==> config.mk <==
export PLATFORM = sky130hd
export DESIGN_NAME = assay_dispenser
export DESIGN_NICKNAME = d
export VERILOG_FILES = /design/src/rtl/mfda_ctrl_pkg.sv /design/src/rtl/assay_dispenser_cycle_counter.sv /design/src/rtl/assay_dispenser.sv
export SDC_FILE = /design/constraint.sdc
export NUM_CORES = 1
export LEC_CHECK = 0
export CAP_MARGIN = 20
export CORE_AREA = 2 2 64 127
export DETAILED_ROUTE_END_ITERATION = 7
export DIE_AREA = 0 0 66 129
export PLACE_DENSITY = 0.83
export RECOVER_POWER = 50
export SYNTH_ARGS = -nofsm -noshare
export SYNTH_HDL_FRONTEND = slang
export SYNTH_SLANG_ARGS = --single-unit
export TNS_END_PERCENT = 100
==> constraint.sdc <==
create_clock -name clk -period 2.2 [get_ports clk]
set_input_delay 0.22 -clock clk [delete_from_list [all_inputs] [get_ports clk]]
set_output_delay 0.22 -clock clk [all_outputs]
set_load 0.03 [all_outputs]
==> src/rtl/mfda_ctrl_pkg.sv <==
// Shared types and widths for the microfluidic assay controller blocks.
package mfda_ctrl_pkg;

  localparam int VOL_W    = 12;
  localparam int SETTLE_W = 8;
  localparam int DATA_W   = 8;
  localparam int CNT_W    = 16;

  typedef enum logic [2:0] {
    ST_IDLE,
    ST_DISPENSE,
    ST_SETTLE,
    ST_WAIT_DET,
    ST_RESPOND
  } state_t;

endpackage

==> src/rtl/assay_dispenser_cycle_counter.sv <==
// Loadable down-counter with a zero flag; a load takes priority over a decrement,
// and the count saturates at zero.
module cycle_counter
  import mfda_ctrl_pkg::*;
(
  input  logic             clk,
  input  logic             rst,
  input  logic             load,
  input  logic [CNT_W-1:0] load_val,
  input  logic             dec,
  output logic             zero
);

  logic [CNT_W-1:0] count_q;
  logic [CNT_W-1:0] count_d;

  always_comb begin
    count_d = count_q;
    if (load) begin
      count_d = load_val;
    end else if (dec && (count_q != '0)) begin
      count_d = count_q - CNT_W'(1);
    end
  end

  // NOTE: state registers use non-blocking assignments so every flop samples
  // values from before the edge, independent of process ordering.
  always_ff @(posedge clk) begin
    if (rst) begin
      count_q <= '0;
    end else begin
      count_q <= count_d;
    end
  end

  assign zero = (count_q == '0);

endmodule

==> src/rtl/assay_dispenser.sv <==
// Dispense / settle / detect sequencer: pumps cmd_volume*PULSE_CYCLES cycles,
// waits cmd_settle cycles, then returns one detector reading or a timeout.
module assay_dispenser
  import mfda_ctrl_pkg::*;
#(
  parameter int unsigned PULSE_CYCLES = 4,
  parameter int unsigned DET_TIMEOUT  = 1024
) (
  input  logic                clk,
  input  logic                rst,
  input  logic                cmd_valid,
  output logic                cmd_ready,
  input  logic [VOL_W-1:0]    cmd_volume,
  input  logic [SETTLE_W-1:0] cmd_settle,
  output logic                pump_en,
  input  logic                det_valid,
  input  logic [DATA_W-1:0]   det_data,
  output logic                rsp_valid,
  input  logic                rsp_ready,
  output logic [DATA_W-1:0]   rsp_data,
  output logic                rsp_timeout,
  output logic                busy
);

  state_t              state_q, state_d;
  logic                pump_en_q, pump_en_d;
  logic [DATA_W-1:0]   rsp_data_q, rsp_data_d;
  logic                rsp_timeout_q, rsp_timeout_d;
  logic                settle_nz_q, settle_nz_d;

  logic                disp_load, disp_dec, disp_zero;
  logic                settle_load, settle_dec, settle_zero;
  logic                tmo_load, tmo_dec, tmo_zero;
  logic [CNT_W-1:0]    disp_load_val, settle_load_val, tmo_load_val;

  // Counters hold N-1 so that a phase of N cycles ends on the cycle its count is zero.
  assign disp_load_val   = (CNT_W'(cmd_volume) * CNT_W'(PULSE_CYCLES)) - CNT_W'(1);
  assign settle_load_val = CNT_W'(cmd_settle) - CNT_W'(1);
  assign tmo_load_val    = CNT_W'(DET_TIMEOUT - 1);

  always_comb begin
    // NOTE: every combinational output gets a default first so no path through
    // the case statement can leave a value unassigned and infer a latch.
    state_d       = state_q;
    rsp_data_d    = rsp_data_q;
    rsp_timeout_d = rsp_timeout_q;
    settle_nz_d   = settle_nz_q;
    disp_load     = 1'b0;
    disp_dec      = 1'b0;
    settle_load   = 1'b0;
    settle_dec    = 1'b0;
    tmo_dec       = 1'b0;

    unique case (state_q)
      ST_IDLE: begin
        if (cmd_valid) begin
          disp_load   = 1'b1;
          settle_load = 1'b1;
          settle_nz_d = (cmd_settle != '0);
          if (cmd_volume != '0)      state_d = ST_DISPENSE;
          else if (cmd_settle != '0) state_d = ST_SETTLE;
          else                       state_d = ST_WAIT_DET;
        end
      end
      ST_DISPENSE: begin
        disp_dec = 1'b1;
        if (disp_zero) state_d = settle_nz_q ? ST_SETTLE : ST_WAIT_DET;
      end
      ST_SETTLE: begin
        settle_dec = 1'b1;
        if (settle_zero) state_d = ST_WAIT_DET;
      end
      ST_WAIT_DET: begin
        tmo_dec = 1'b1;
        // A reading on the final timeout cycle still counts as a reading.
        if (det_valid) begin
          rsp_data_d    = det_data;
          rsp_timeout_d = 1'b0;
          state_d       = ST_RESPOND;
        end else if (tmo_zero) begin
          rsp_data_d    = '0;
          rsp_timeout_d = 1'b1;
          state_d       = ST_RESPOND;
        end
      end
      ST_RESPOND: begin
        if (rsp_ready) state_d = ST_IDLE;
      end
      default: state_d = ST_IDLE;
    endcase

    tmo_load  = (state_d == ST_WAIT_DET) && (state_q != ST_WAIT_DET);
    pump_en_d = (state_d == ST_DISPENSE);
  end

  always_ff @(posedge clk) begin
    if (rst) begin
      state_q       <= ST_IDLE;
      pump_en_q     <= 1'b0;
      rsp_data_q    <= '0;
      rsp_timeout_q <= 1'b0;
      settle_nz_q   <= 1'b0;
    end else begin
      state_q       <= state_d;
      pump_en_q     <= pump_en_d;
      rsp_data_q    <= rsp_data_d;
      rsp_timeout_q <= rsp_timeout_d;
      settle_nz_q   <= settle_nz_d;
    end
  end

  cycle_counter u_disp_cnt (
    .clk      (clk),
    .rst      (rst),
    .load     (disp_load),
    .load_val (disp_load_val),
    .dec      (disp_dec),
    .zero     (disp_zero)
  );

  cycle_counter u_settle_cnt (
    .clk      (clk),
    .rst      (rst),
    .load     (settle_load),
    .load_val (settle_load_val),
    .dec      (settle_dec),
    .zero     (settle_zero)
  );

  cycle_counter u_tmo_cnt (
    .clk      (clk),
    .rst      (rst),
    .load     (tmo_load),
    .load_val (tmo_load_val),
    .dec      (tmo_dec),
    .zero     (tmo_zero)
  );

  assign cmd_ready   = (state_q == ST_IDLE);
  assign busy        = (state_q != ST_IDLE);
  assign rsp_valid   = (state_q == ST_RESPOND);
  assign pump_en     = pump_en_q;
  assign rsp_data    = rsp_data_q;
  assign rsp_timeout = rsp_timeout_q;

endmodule

---- Word level (Yosys, flattened, before mapping) ----
Index checks and enable logic that the tools add are counted.
word-level totals
  register bits ........................... 62
  bits of input ports ..................... 33
  output and inout bits ................... 13
  logic and storage cells ................. 67
operators by class
  $add $sub $neg .......................... 5
  eq/ne operators ......................... 7
  muxes and demuxes ....................... 25
  reductions and logical operators ........ 21
operator list
  kind                     number
  $mux W16                 4
  $logic_not A16 Y1        3
  $reduce_bool A16 Y1      3
  $sub A16 B1 Y16 const B  3
  $mux W10                 2
  $mux W3                  6
  $mux W8                  2
  $pmux W3 S5              1
  $sub A14 B1 Y15 const B  1
  $reduce_bool A12 Y1      1
  $eq A3 B2 Y1 const B     3
  $mux W1                  9
  $sub A8 B1 Y9 const B    1
  $reduce_bool A2 Y1       4
  $reduce_bool A8 Y1       1
  $eq A3 B1 Y1 const B     2
  $logic_and A1 B1 Y1      4
  $reduce_and A2 Y1        2
  $eq A3 B3 Y1 const B     1
  $logic_not A3 Y1         1
  $ne A3 B2 Y1 const B     1
  $reduce_bool A3 Y1       1
  $mux W2                  1
  $reduce_or A2 Y1         1

---- Depth between registers and ports, before layout ----
Gate-level depths: netlist of run 1.
  depth in word-level cells ............... 8
  depth in mapped cells ................... 9
  depth with buffers taken out ............ 7

---- By module ----
A second synthesis of run 1 with hierarchy kept.
second synthesis, totals
  cells, all modules ...................... 471
  area, all modules ....................... 3852.4 µm²
by module, submodules not included
  module           times used  cells each  area each (µm²)  seq. area each (µm²)
  cycle_counter    3           114         944.7            320.3
  assay_dispenser  1           129         1018.5           280.3

---- Least setup slack after synthesis of run 1 ----
No wires, ideal clock.
  kind .................................... reg2reg
  from .................................... register u_disp_cnt.count_q[0]
  to ...................................... register u_tmo_cnt.count_q[10]
  setup time .............................. 80 ps
  data arrival time ....................... 2191 ps
  data required time ...................... 2120 ps
  setup slack ............................. -71 ps
  stages on the path, launching flop included .. 10
  period minus slack after synthesis ...... 2271 ps
  cells stage by stage .................... dfxtp_1 > inv_1 > ha_1 > nor3b_1 > and4b_1 > buf_6 > a31oi_1 > or4_4 > buf_6 > a211oi_2
on the way
  longest elaborated chain between the ends .. 6
RTL lines
  element                            line                                 RTL
  start: declaration                 assay_dispenser_cycle_counter.sv:14  logic [CNT_W-1:0] count_q;
  start signal: assignment           assay_dispenser_cycle_counter.sv:32  count_q <= count_d;
  $logic_not A16 Y1                  assay_dispenser_cycle_counter.sv:36  assign zero = (count_q == '0);
  $mux W3                            assay_dispenser.sv:67                if (disp_zero) state_d = settle_nz_q ? ST_SETTLE : ST_WAIT_DET;
  $pmux W3 S5                        assay_dispenser.sv:54                unique case (state_q)
  $eq A3 B2 Y1                       assay_dispenser.sv:92                tmo_load = (state_d == ST_WAIT_DET) && (state_q != ST_WAIT_DET);
  $logic_and A1 B1 Y1                assay_dispenser.sv:92
  $reduce_or A2 Y1 (no source line)  -
  end signal: assignment             assay_dispenser_cycle_counter.sv:32
  end: declaration                   assay_dispenser_cycle_counter.sv:14
No other way between the ends.
A chain may end at the register's enable or synchronous reset.

---- Final worst setup path of run 1 ----
  from .................................... register state_q[0]
  to ...................................... output port cmd_ready
on the way
  longest elaborated chain between the ends .. 1
RTL lines
  element                   line                    RTL
  start: declaration        assay_dispenser.sv:25   state_t state_q, state_d;
  start signal: assignment  assay_dispenser.sv:104  state_q <= state_d;
  $logic_not A3 Y1          assay_dispenser.sv:139  assign cmd_ready = (state_q == ST_IDLE);
  end: declaration          assay_dispenser.sv:12   output logic cmd_ready,
No other way between the ends.

==> metrics.cfg, run 1 <==
[outcome]
status = complete, no violations

[place]
dpl.hpwl_microns = 7490
port_buffers = 45
gp_congestion = 0.875
post-place-ws_ps = -230

[synth]
ys_seq_area_share_pct = 33.7
synth-edff-count = 0
synth_top_area_share_pct = 33.7
ys_dominant_reg_cell = dfxtp_1
synth_area_per_cell_sq_um = 8.48
synth_seq_cells = 62
syn_inst = 434
yosys.cell_types.count = 59
ys_async_sr_fraction_pct = 0
synth_area_sq_mm = 0.00368
synth_area_leaders = dfxtp_1 (34%), xor2_1 (6.4%), xnor2_1 (3.8%)
ys.warnings.count = 0
yosys.area.top_type = dfxtp_1
syn_nets = 472

[timing]
setup_tns_ps = 0
maxSlewHeadroom_pct = 65.4
timing.final.hold_violations = 0
finalClockSkew_ps = 7.32
timing.fmax_ghz = 0.467
worst_pin_slew_ps = 506
slew_viol_final = 0
finalSetupViolCount = 0
finalCritPeriodShare_pct = 97.3
fin_hold_ws_ps = 497
period_minus_slack_ps = 2140
finalWorstSetupSlack_ps = 59.1

[clock_tree]
cts_root_buffer = clkbuf_16
htree_num_levels = 3
path_clk_slew_ps = 60
insertion_delay_ps = 340
clockBufferDepth = 2
tritoncts = yes
cts_hold_buf = 0
cts.sinks = 62
cts-buffers-inserted = 9

[global_routing]
grt_overflow = 0
grt_pass1_vias = 3855
grt_max_degree = 43
grt_use_total_pct = 25.8
grt_first_pass_wirelength_microns = 17100
antenna_found_initial = 0

[setup_path]
cp-start-kind = flip-flop
slowest_delay_ps = 660
crit_family = buffers and inverters
path_cells = buf_4, or3_1, inv_1, clkdlybuf4s50_1
timing.critical_path.buf_inv = 3
critPathKind = flip-flop to output port
critPathCaptureType = output port
r2r_start = u_disp_cnt.count_q[8]
reg2regPathDepth = 5
arrival_ps = 1920
reg2reg_to = u_disp_cnt.count_q[13]
crit_slowest_cell = clkdlybuf4s50_1
timing.reg2reg.setup_slack_ps = 60
cp_max_fo = 7
critPathRequiredTime_ps = 1980

[routing]
firstDrtPassIters = 5
drc = 0
drt_iter0_drc = 249
vias = 3865
wl_per_cell_microns = 17.1
ant_nets = 0
avgViaCountPerCell = 6.20
drt-total-wl_microns = 10700

[floorplan]
dieArea_sq_mm = 0.00851
core_area_sq_mm = 0.00754
row_count = 45
ioPinCount = 46
fp.dieW_microns = 66
initial_core_util_pct = 48.8
die_h_microns = 129

[hold_path]
min_to = u_settle_cnt.count_q[13]
min_from = u_settle_cnt.count_q[13]
hp-class = flip-flop to flip-flop
min_path_cells = 2

[power]
p_switching_w = 0.00106
p_int_w = 0.00244
ir_worst_vdd_v = 0.000471
switching_share_pct = 30.2
combPwrFrac_pct = 22.2
powerDensity_mw_per_mm2 = 703
clkPwrFrac_pct = 41.5
finalPower_w = 0.00350
p_leak_nw = 1.87
seqPwrFrac_pct = 36.3

[flow_run]
maxCapViolCount = 0

[finish]
fillCellCount = 611
n_antenna_cell = 0
drive_gt1_share_pct = 21.0
nets = 562
area_growth_pct = 35.3

==> cell type report <==
cell class	count	area [sq um]	area share, %
tap	94	118	2.36
clock inverter	7	81.3	1.63
multi-input combinational	323	2300	46.2
sequential	62	1240	24.9
inverter	23	86.3	1.73
clock buffer	9	225	4.52
timing repair buffer	105	926	18.6
==> routing by layer <==
metal | vias up | wire length (microns) | global-route usage [%]
li1 | 1808 | - | -
met1 | 1853 | 3650 | 25.4
met2 | 155 | 5900 | 47.7
met3 | 49 | 597 | 5.16
met4 | 0 | 505 | 15.6
met5 | - | 0 | 0
==> power groups by stage <==
stage / combinational, W / sequential, W / clock [W]
after floorplan: 0.000443 / 0.00128 / 0
after detailed placement: 0.000731 / 0.00128 / 0
after CTS: 0.000743 / 0.00126 / 0.00146
after global placement: 0.000708 / 0.00128 / 0
after global routing: 0.000839 / 0.00128 / 0.00150
final: 0.000778 / 0.00127 / 0.00145
==> metrics by stage <==
stage,std cells,instance area [sq um],utilization [%]
2_1_floorplan,434,3690,-
3_3_place_gp,606,4610,61.1
3_5_place_dp,606,4610,61.1
4_1_cts,622,4920,65.2
5_1_grt,623,4980,66.0
6_report,623,4980,66.0
==> cells in the final DEF (no fill, tap or decap), types with 3 or more instances in the layout <==
master,n
clkbuf_16,9
o211ai_1,4
nor3b_1,4
a21oi_1,22
o2111ai_1,3
dfxtp_1,61
a221oi_1,7
o22ai_1,12
clkdlybuf4s50_1,35
a211oi_2,7
nor4_2,4
o31a_1,3
inv_1,23
nand2_1,17
xnor2_1,16
xor2_1,27
nor2_1,33
a22oi_1,8
dlygate4sd3_1,10
buf_4,58
nor3_1,19
nand4_1,13
a211oi_1,9
or4_1,6
nand3b_1,3
nand4b_1,4
clkinv_4,3
or2_2,3
o21a_1,4
nor4_1,7
o31ai_1,4
and2_1,3
nand3_1,10
or4_4,3
ha_1,4
o21ai_0,21
or3_1,5
==> cells in the mapped netlist, types with 2 or more instances <==
library cell,n
nor4_2,5
buf_6,2
ha_1,5
and2_1,3
a31oi_1,2
nor3b_1,6
xor2_1,27
a221oi_1,7
nor3_1,21
mux2i_1,2
and4_1,2
dfxtp_1,62
or4_1,6
nor4_1,7
nand4_1,13
a2111oi_0,2
o31a_1,3
o22ai_1,12
and3_1,2
buf_2,4
a211oi_1,10
nand2_1,17
o211ai_1,4
a21oi_1,22
or3b_2,2
a311oi_1,2
nand3_1,10
nand3b_1,3
o2111ai_1,3
a211oi_2,6
o31ai_1,4
nand4b_1,4
or2_2,3
or4_4,3
o21a_1,4
a22oi_1,8
xnor2_1,16
o21ai_0,21
and3b_1,2
inv_1,23
nor2_1,33
clkbuf_1,20
or3_1,5
==> how the worst max path moves through the flow <==
stage,end,cells after the start,start
after global routing,u_tmo_cnt.count_q[15],7,u_disp_cnt.count_q[1]
after detailed placement,u_tmo_cnt.count_q[15],8,cmd_volume[0]
after floorplan,u_tmo_cnt.count_q[10],9,u_disp_cnt.count_q[0]
after CTS,u_disp_cnt.count_q[8],4,state_q[1]
after global placement,u_tmo_cnt.count_q[14],8,cmd_volume[0]
final,cmd_ready,4,state_q[0]
==> registers in the layout, summed over array words and instances, names as in the netlist <==
name and count:
u_disp_cnt.count_q 16, u_settle_cnt.count_q 16, u_tmo_cnt.count_q 16, rsp_data 8, state_q 3, pump_en 1
rsp_timeout 1, settle_nz_q 1
==> kinds of logic (layout without fill, tap and decap cells) <==
| logic type | Yosys count | count (layout) | synth area share [%] |
|---|---|---|---|
| compound gates | 120 | 120 | 23.5 |
| xor+xnor | 43 | 43 | 10.2 |
| fa+ha+maj | 5 | 5 | 1.70 |
| buf+inv | 49 | 144 | 5.54 |
| flops | 62 | 62 | 33.7 |
| mux | 2 | 2 | 0.544 |
| simple gates | 153 | 153 | 24.8 |
==> worst register-to-register path, stage by stage (launching register included) <==
cell,delay (ps)
dfxtp_1,370
or4_1,580
or4_4,460
a2111oi_4,380
xnor2_1,170
a21oi_1,80
==> timing repair <==
action / CTS / global route
gates resized for setup: 0 / 11
endpoints found under the setup margin: 0 / 11
setup buffers: 0 / 1
Power figures use the tool's default switching activity.
==> run 2: changes to the inputs <==
==> constraint.sdc (replaced) <==
create_clock -name clk -period 2.2 [get_ports clk]
set_input_delay 0.22 -clock clk [delete_from_list [all_inputs] [get_ports clk]]
set_output_delay 0.22 -clock clk [all_outputs]
set_load 0.005 [all_outputs]
==> results of run 2 <==
The final DEF is identical to that of run 1. Status: complete, no violations.
Main changes from that run: setup slack after layout 59.1 ps -> 60.0 ps; start point of the critical path state_q[0] -> u_disp_cnt.count_q[8]; end point of the critical path cmd_ready -> u_disp_cnt.count_q[13]; total power 0.00350 W -> 0.00349 W
